[config.mk]
export PLATFORM = sky130hd
export DESIGN_NAME = board_ram_arbiter
export DESIGN_NICKNAME = d
export VERILOG_FILES = /design/src/rtl/board_ram_arbiter.sv
export SDC_FILE = /design/constraint.sdc
export NUM_CORES = 1
export LEC_CHECK = 0
export CAP_MARGIN = 0
export CORE_MARGIN = 3
export CORE_UTILIZATION = 45
export CTS_BUF_LIST = sky130_fd_sc_hd__clkbuf_4 sky130_fd_sc_hd__clkbuf_8
export DETAILED_ROUTE_END_ITERATION = 16
export SYNTH_ARGS = -nofsm -noshare
export SYNTH_HDL_FRONTEND = slang
export SYNTH_SLANG_ARGS = --single-unit
[constraint.sdc]
create_clock -name clk -period 11.73 [get_ports clk]
set_input_delay 2.346 -clock clk [delete_from_list [all_inputs] [get_ports clk]]
set_output_delay 2.346 -clock clk [all_outputs]
set_load 0.01 [all_outputs]
[src/rtl/board_ram_arbiter.sv]
// Tetris playfield RAM shared between the VGA pixel lookup and the game port, with a clear sequencer.
// Optional build macro GRID_LINES_EN: draw cell grid lines inside the board in the grid colour (all ones).
module board_ram_arbiter #(
    parameter int BOARD_W = 10,
    parameter int BOARD_H = 20,
    parameter int CELL_PX = 16,
    parameter int ORG_X   = 240,
    parameter int ORG_Y   = 80,
    parameter int COLOR_W = 3
) (
    input  logic               clk,
    input  logic               reset,
    input  logic               pix_tick,
    input  logic [9:0]         x,
    input  logic [9:0]         y,
    output logic [COLOR_W-1:0] pix_color,
    output logic               pix_in_board,
    input  logic               g_req,
    input  logic               g_we,
    input  logic [7:0]         g_addr,
    input  logic [COLOR_W-1:0] g_wdata,
    output logic               g_gnt,
    output logic               g_rvalid,
    output logic [COLOR_W-1:0] g_rdata,
    input  logic               clr,
    output logic               busy,
    output logic               clr_done
);
    localparam int CELLS = BOARD_W * BOARD_H;
    localparam int AW    = $clog2(CELLS);
    localparam int SH    = $clog2(CELL_PX);

    localparam logic [10:0]   X_LO    = 11'(ORG_X);
    localparam logic [10:0]   X_HI    = 11'(ORG_X + BOARD_W * CELL_PX);
    localparam logic [10:0]   Y_LO    = 11'(ORG_Y);
    localparam logic [10:0]   Y_HI    = 11'(ORG_Y + BOARD_H * CELL_PX);
    localparam logic [AW-1:0] LAST    = AW'(CELLS - 1);
    localparam logic [8:0]    CELLS_A = 9'(CELLS);

    logic [COLOR_W-1:0] mem [CELLS];

    logic          vslot_p0;
    logic [AW-1:0] ptr;
    logic [10:0]   xe, ye, dx, dy;
    logic          in_win;
    logic [AW-1:0] cell_idx;
    logic [AW-1:0] vidx;
    logic          addr_ok;
    logic          clr_step;

    // Window decode; the index is forced to 0 outside the board so blanking coordinates stay in range.
    always_comb begin
        xe       = {1'b0, x};
        ye       = {1'b0, y};
        dx       = xe - X_LO;
        dy       = ye - Y_LO;
        in_win   = (xe >= X_LO) && (xe < X_HI) && (ye >= Y_LO) && (ye < Y_HI);
        cell_idx = AW'(32'(dy >> SH) * BOARD_W + 32'(dx >> SH));
        vidx     = in_win ? cell_idx : '0;
    end

`ifdef GRID_LINES_EN
    logic on_grid;
    assign on_grid = (dx[SH-1:0] == '0) || (dy[SH-1:0] == '0);
`endif

    assign addr_ok  = ({1'b0, g_addr} < CELLS_A);
    assign g_gnt    = !vslot_p0 && !busy && g_req;
    assign clr_step = !vslot_p0 && busy;

    // Slot tracking and clear sequencer
    always_ff @(posedge clk or negedge reset) begin
        if (!reset) begin
            vslot_p0 <= 1'b0;
            busy     <= 1'b1;
            ptr      <= '0;
            clr_done <= 1'b0;
        end else begin
            vslot_p0 <= pix_tick;
            clr_done <= 1'b0;
            if (clr_step) begin
                if (ptr == LAST) begin
                    busy     <= 1'b0;
                    ptr      <= '0;
                    clr_done <= 1'b1;
                end else begin
                    ptr <= ptr + AW'(1);
                end
            end else if (!busy && clr) begin
                busy <= 1'b1;
            end
        end
    end

    // Read-side registers: pixel lookup in the VGA slot, game read in its grant slot
    always_ff @(posedge clk or negedge reset) begin
        if (!reset) begin
            pix_color    <= '0;
            pix_in_board <= 1'b0;
            g_rvalid     <= 1'b0;
            g_rdata      <= '0;
        end else begin
            g_rvalid <= g_gnt && !g_we;
            if (vslot_p0) begin
                pix_in_board <= in_win;
                if (!in_win)
                    pix_color <= '0;
`ifdef GRID_LINES_EN
                else if (on_grid)
                    pix_color <= '1;
`endif
                else
                    pix_color <= mem[vidx];
            end
            if (g_gnt && !g_we)
                g_rdata <= addr_ok ? mem[g_addr[AW-1:0]] : '0;
        end
    end

    // Single write port; held off while reset is asserted so a reset never disturbs stored cells
    always_ff @(posedge clk) begin
        if (reset) begin
            if (clr_step)
                mem[ptr] <= '0;
            else if (g_gnt && g_we && addr_ok)
                mem[g_addr[AW-1:0]] <= g_wdata;
        end
    end

endmodule

==> flow_summary_export.csv, run 1 <==
group,metric,value,unit
run_status,status,"complete, no violations",
sta,fin_ws,4.32,ns
yosys,synth_warnings,0,
global_routing,grt_max_degree,102,
setup_path,critPathSlowestCell,"nor2_4",
floorplan,pin_count,48,
yosys,synth_async_sr_flop_share,3.07,%
cells_and_area,num-nets-final,2328,
global_routing,grt_pass1_vias,22501,
yosys,synth_xor_area_share,0.653,%
setup_path,critPathLaunchType,"primary input",
sta,finalMaxSlewViolations,0,
clock_tree,insertion_delay,0.75,ns
clock_tree,hold_buffers,0,
placement,pre_cts_ws,3.71,ns
cells_and_area,syn2layout_area_growth,11.0,%
global_routing,grt_pass1_wl,163000,µm
routing,antenna_left,0,
setup_path,max_stage_delay,0.88,ns
global_routing,gr-usage-all-layers,31.7,%
pwr,power,5.03,mW
routing,vias_per_cell,7.04,
sta,rsz0062_at_grt,"false",
clock_tree,cts_tree,"built",
clock_tree,cts_made_buffers,103,
yosys,syn_area,0.0308,mm²
setup_path,path_common_cell,"buf_4",
pwr,power_density,147,mW/mm²
sta,fin_crit,7.41,ns
global_routing,antenna_found_initial,3,
setup_path,crit_path_max_fanout,61,
setup_path,crit_type,"in -> reg",
sta,max_freq,135,MHz
cells_and_area,final_cell_mix,"edfxtp_1 (600), nor2_1 (252), nand2_1 (224)",
routing,drc_errors,0,
yosys,ys_seq_elements,619,
yosys,synth-compound-area-share,8.90,%
cells_and_area,fill_cells,5660,
floorplan,start_util,45.7,%
yosys,synth_top_family_by_area,"multiplexers",
placement,dpl_cell_area,0.0322,mm²
setup_path,cp.arrival,8.11,ns
sta,relSlewSlack,3.79,%
cells_and_area,final_cells,3233,
clock_tree,cts.sinks,619,
floorplan,dieWidth,268,µm
clock_tree,cts_setup_buffers,0,
pwr,power_leakage,11.9,nW
clock_tree,cts.clk_slew.worst_paths,0.07,ns
sta,whs,0.498,ns
sta,setup_viol,0,
placement,place_hpwl,72400,µm
yosys,synthFlopType,"edfxtp_1",
routing,first_iter_violations,3742,
sta,skew,0.0600,ns
yosys,yosysSeqAreaShare,60.0,%
floorplan,core_area,0.0675,mm²
cells_and_area,register_area,0.0185,mm²
routing,num_vias,22753,
clock_tree,cts_htree_levels,3,
cells_and_area,layout.cell_area.non_filler,0.0342,mm²
yosys,synthDistinctLibCells,78,
routing,drt_wl_total,113000,µm
floorplan,die_y,268,µm
routing,wl_per_cell,34.9,µm
floorplan,dieArea,0.0717,mm²
floorplan,rows,95,
yosys,postSynthCellCount,2229,
yosys,syn-num-nets,2286,
pwr,ir_worst_vdd,75.4,µV
sta,setup-tns-final,0,ns
min_path,hp-class,"reg -> reg",
yosys,synth_edf_count,600,
cells_and_area,final_common_cell,"edfxtp_1",
cells_and_area,multi_input_area,0.0116,mm²
flow_run,cap_violations,0,
cells_and_area,utilization,50.7,%
clock_tree,cts_resized,0,
yosys,synth-adder-area-share,0.860,%
setup_path,required,12.43,ns
setup_path,cp_cell_sequence,"buf_4, buf_4, inv_1, ha_1, ha_1, fa_2, nand2_1, nor2_4, buf_4, buf_4, a221oi_1, o21ai_0, nand4_1, o31ai_1, a32o_1",
yosys,synth-simple-area-share,9.69,%
sta,hold_violations,0,
cells_and_area,drive_gt1_share,19.2,%
sta,fin_crit_sh,63.2,%
placement,io_buffer_count,47,
clock_tree,clockRootBuffer,"clkbuf_8",
global_routing,overflow,0,
yosys,synthMuxAreaShare,17.3,%
placement,gp_congestion,0.963,
yosys,avgSynthCellArea,13.8,µm²
routing,drt-pass1-iter-count,6,
placement,place.detailed.instances,3039,
sta,worst_slew_pin_slew,1.43,ns
setup_path,end_kind,"flop",
clock_tree,cts.path.max_buffers,3,
-- power by group --
| part | switching [mW] | internal, mW |
|---|---|---|
| combinational | 0.484 | 0.196 |
| sequential | 0.0300 | 2.41 |
| clock | 0.914 | 1.00 |
| total | 1.43 | 3.60 |
-- registers in the layout, indices dropped and copies added, names as in the netlist --
name / cells
g_rvalid: 1
mem: 600
ptr: 8
pix_color: 3
g_rdata: 3
pix_in_board: 1
vslot_p0: 1
busy: 1
clr_done: 1
-- cell families after synthesis --
| group | Yosys count |
|---|---|
| AO/OA/AOI/OAI | 398 |
| XOR/XNOR | 23 |
| adder cells (fa/ha/maj) | 20 |
| buffers and inverters | 193 |
| flip-flops | 619 |
| multiplexers | 302 |
| AND/OR/NAND/NOR | 674 |
-- area by class of cell --
class,count,area share [%]
clock buffer,133,4.91
antenna,10,0.0731
multi-input combinational,1417,33.9
timing repair buffer,113,2.87
tap,873,3.19
sequential,619,54.0
inverter,17,0.186
clock inverter,51,0.913
-- path summary, 6_finish.rpt --
| path | startpoint | endpoint | slack, ns | depth (start not counted) |
|---|---|---|---|---|
| setup / recovery | x[4] | pix_color[2] | 4.32 | 15 |
| hold / removal | g_rdata[2] | g_rdata[2] | 0.50 | 2 |
| setup reg to reg | vslot_p0 | mem[142][2] | 7.58 | 7 |
| hold reg to reg | g_rdata[2] | g_rdata[2] | 0.50 | 2 |
| max in group asynchronous | reset | busy | 9.41 | 2 |
| min in group asynchronous | reset | pix_color[2] | 1.98 | 2 |
-- layer usage --
layer,global-route usage (%),wire [µm]
met2,46.2,48800
met5,0,0
met1,41.8,41300
met3,11.1,15800
met4,17.3,6920
-- synth_stat cells, drive strengths merged, types with 7 or more instances --
library cell / instances / area share [%]
nor2b: 9 / 0.18
inv: 17 / 0.21
ha: 18 / 0.73
xor2: 9 / 0.26
mux2i: 107 / 3.5
o31ai: 7 / 0.17
a21oi: 71 / 1.2
nand2b: 12 / 0.24
nand2: 226 / 2.8
mux2: 11 / 0.40
and3: 25 / 0.51
mux4: 184 / 13
o211ai: 13 / 0.32
o21ai: 81 / 1.3
nand4: 26 / 0.53
or4: 7 / 0.19
a221oi: 51 / 1.4
clkbuf: 110 / 1.3
o22ai: 18 / 0.37
dfrtp: 18 / 1.5
a31oi: 33 / 0.67
nand3: 53 / 0.86
a32oi: 9 / 0.26
a211oi: 27 / 0.67
a22oi: 7 / 0.17
buf: 66 / 1.1
nor3: 34 / 0.66
edfxtp: 600 / 58
a211o: 7 / 0.20
a221o: 11 / 0.36
o221ai: 10 / 0.28
xnor2: 14 / 0.40
nor2: 256 / 3.2
-- critical path, delay by kind of cell --
family | cells | cell delay, ns
and+or+nand+nor | 3 | 1.51
adders and majority gates | 3 | 1.17
buffers and inverters | 5 | 2.06
AOI/OAI and AO/OA | 4 | 0.90
Power figures use the tool's default switching activity.
==> run 2, diff against run 1 <==
==> constraint.sdc (replaced) <==
create_clock -name clk -period 6.2 [get_ports clk]
set_input_delay 1.24 -clock clk [delete_from_list [all_inputs] [get_ports clk]]
set_output_delay 1.24 -clock clk [all_outputs]
set_load 0.01 [all_outputs]
==> run 2 against run 1 <==
Power increased by 89%. Via count decreased by 0.15%. Flip-flop and latch count unchanged. Wire length increased by 1.3%. Hold slack improved by 0.0077 ns. Utilization increased by 0.68 points. Largest power group unchanged.
==> flow_summary_export.csv, run 2 (synthesized netlist as in run 1, its figures left out) <==
group,metric,value,unit
sta,rsz0062_at_grt,"false",
setup_path,path_buf_inv,4,
floorplan,pin_count,48,
cells_and_area,final_common_cell,"edfxtp_1",
setup_path,end_kind,"flop",
routing,drt-pass1-iter-count,6,
clock_tree,clockRootBuffer,"clkbuf_8",
sta,finalMaxSlewViolations,0,
floorplan,dieArea,0.0717,mm²
setup_path,rr_endpoint,"mem[15][2]",
routing,wl_per_cell,35.0,µm
clock_tree,cts_made_buffers,102,
placement,gp_congestion,0.977,
setup_path,required,6.82,ns
sta,worst_slew_pin_slew,0.917,ns
routing,drc_errors,0,
sta,relSlewSlack,38.7,%
setup_path,timing.rr.start,"vslot_p0",
floorplan,rows,95,
routing,vias_per_cell,6.94,
cells_and_area,final_cell_mix,"edfxtp_1 (600), nor2_1 (253), nand2_1 (224)",
min_path,holdPathEnd,"g_rdata[2]",
min_path,hp-class,"reg -> reg",
routing,antenna_left,0,
global_routing,gr-usage-all-layers,31.9,%
floorplan,start_util,45.7,%
run_status,status,"complete, no violations",
pwr,power_density,274,mW/mm²
clock_tree,cts_htree_levels,3,
routing,first_iter_violations,3431,
sta,setup-tns-final,0,ns
setup_path,r2r_slack,2.26,ns
placement,place_hpwl,75900,µm
cells_and_area,reg_top3,"mem (600), ptr (8)",
sta,skew,0.0469,ns
clock_tree,cts.path.max_buffers,3,
pwr,power_leakage,12.2,nW
clock_tree,hold_buffers,0,
floorplan,core_area,0.0675,mm²
clock_tree,cts.clk_slew.worst_paths,0.06,ns
setup_path,critPathLaunchType,"primary input",
floorplan,dieWidth,268,µm
pwr,ir_worst_vdd,124,µV
clock_tree,cts_tree,"built",
setup_path,crit_path_max_fanout,8,
global_routing,overflow,0,
sta,fin_crit,5.20,ns
setup_path,cp_cell_sequence,"clkdlybuf4s50_1, inv_1, ha_1, inv_1, a21oi_1, xor2_1, ha_1, fa_1, ha_1, xnor2_1, nand2_1, buf_4, a2111oi_0, a41oi_1, nand4_1, o31ai_1, a32o_1",
clock_tree,cts_setup_buffers,0,
cells_and_area,largest_register,"mem",
min_path,hold_depth,2,
placement,io_buffer_count,47,
cells_and_area,largest_register_ffs,600,
cells_and_area,utilization,51.4,%
global_routing,grt_pass1_vias,22176,
cells_and_area,num-nets-final,2376,
cells_and_area,syn2layout_area_growth,12.5,%
clock_tree,insertion_delay,0.74,ns
sta,hold_violations,0,
setup_path,crit_type,"in -> reg",
routing,num_vias,22720,
sta,max_freq,192,MHz
setup_path,max_stage_delay,0.75,ns
routing,drt_wl_total,114000,µm
floorplan,die_y,268,µm
clock_tree,cts.sinks,619,
clock_tree,cts_resized,0,
global_routing,grt_pass1_wl,163000,µm
setup_path,cp_top_family,"compound AO/OA/AOI/OAI gates",
cells_and_area,drive_gt1_share,20.5,%
setup_path,path_common_cell,"ha_1",
sta,fin_crit_sh,84.0,%
global_routing,grt_max_degree,80,
min_path,hold_start,"g_rdata[2]",
global_routing,antenna_found_initial,2,
setup_path,critPathSlowestCell,"a2111oi_0",
setup_path,cp.arrival,5.83,ns
pwr,power,9.51,mW
flow_run,cap_violations,0,
setup_path,r2r_cells,7,
sta,setup_viol,0,
run 2: cell types whose count changed in the layout (fill, tap and decap cells not counted), sizes merged:
cell      before  now
diode         10    4
buf           71  120
bufinv         3    4
clkinv        46   49
clkbuf       133  123
clkinvlp       0    3
run 2: power breakdown:
part | internal, mW | total (mW) | leakage (nW) | switching (mW)
clock | 1.84 | 3.54 | 1.03 | 1.70
combinational | 0.423 | 1.36 | 4.19 | 0.938
sequential | 4.55 | 4.61 | 6.96 | 0.0566
total | 6.81 | 9.51 | 12.2 | 2.70
run 2: final cells by class:
| class | count | area (µm²) |
|---|---|---|
| Multi-Input combinational cell | 1417 | 11600 |
| Timing Repair Buffer | 162 | 1510 |
| Tap cell | 873 | 1090 |
| Inverter | 17 | 63.8 |
| Antenna cell | 4 | 10.0 |
| Clock buffer | 123 | 1570 |
| Sequential cell | 619 | 18500 |
| Fill cell | 5694 | 32800 |
| Clock inverter | 58 | 383 |
run 2: worst max-delay path by stage:
stage | startpoint | to | depth (start not counted)
floorplan | g_addr[4] | mem[0][0] | 7
global placement | y[4] | pix_color[2] | 19
detailed placement | y[4] | pix_color[2] | 17
CTS | y[4] | pix_color[2] | 17
global route | y[4] | pix_color[2] | 19
finish | y[4] | pix_color[2] | 17
run 2: worst reg2reg max path, cell delays in order (launching register included):
cell,delay (ns)
dfrtp_1,0.52
nor3b_1,0.39
nand3_1,0.16
nor2b_1,0.55
mux2i_1,0.49
nor2b_1,0.35
nand2_1,0.59
nor2_1,0.56
run 2: routing by layer:
layer  GRT usage [%]  vias to the layer above  wire [µm]
li1                -                     9076          -
met1            43.3                    11584      43000
met2            48.1                     1727      51200
met3            7.75                      333      13700
met4            16.9                        0       6610
met5               0                        -          0
run 2: stage by stage:
step | instance area [µm²] | instances | worst slack (ns) | hold slack (ns)
after CTS | 34700 | 3269 | 1.09 | 0.511
after global routing | 34700 | 3270 | 0.792 | 0.542
after floorplan | 30800 | 2229 | 0.233 | 0.514
final | 34700 | 3273 | 0.995 | 0.506
after detailed placement | 32700 | 3088 | 0.326 | 0.497
after global placement | 32700 | 3088 | 0.423 | 0.476
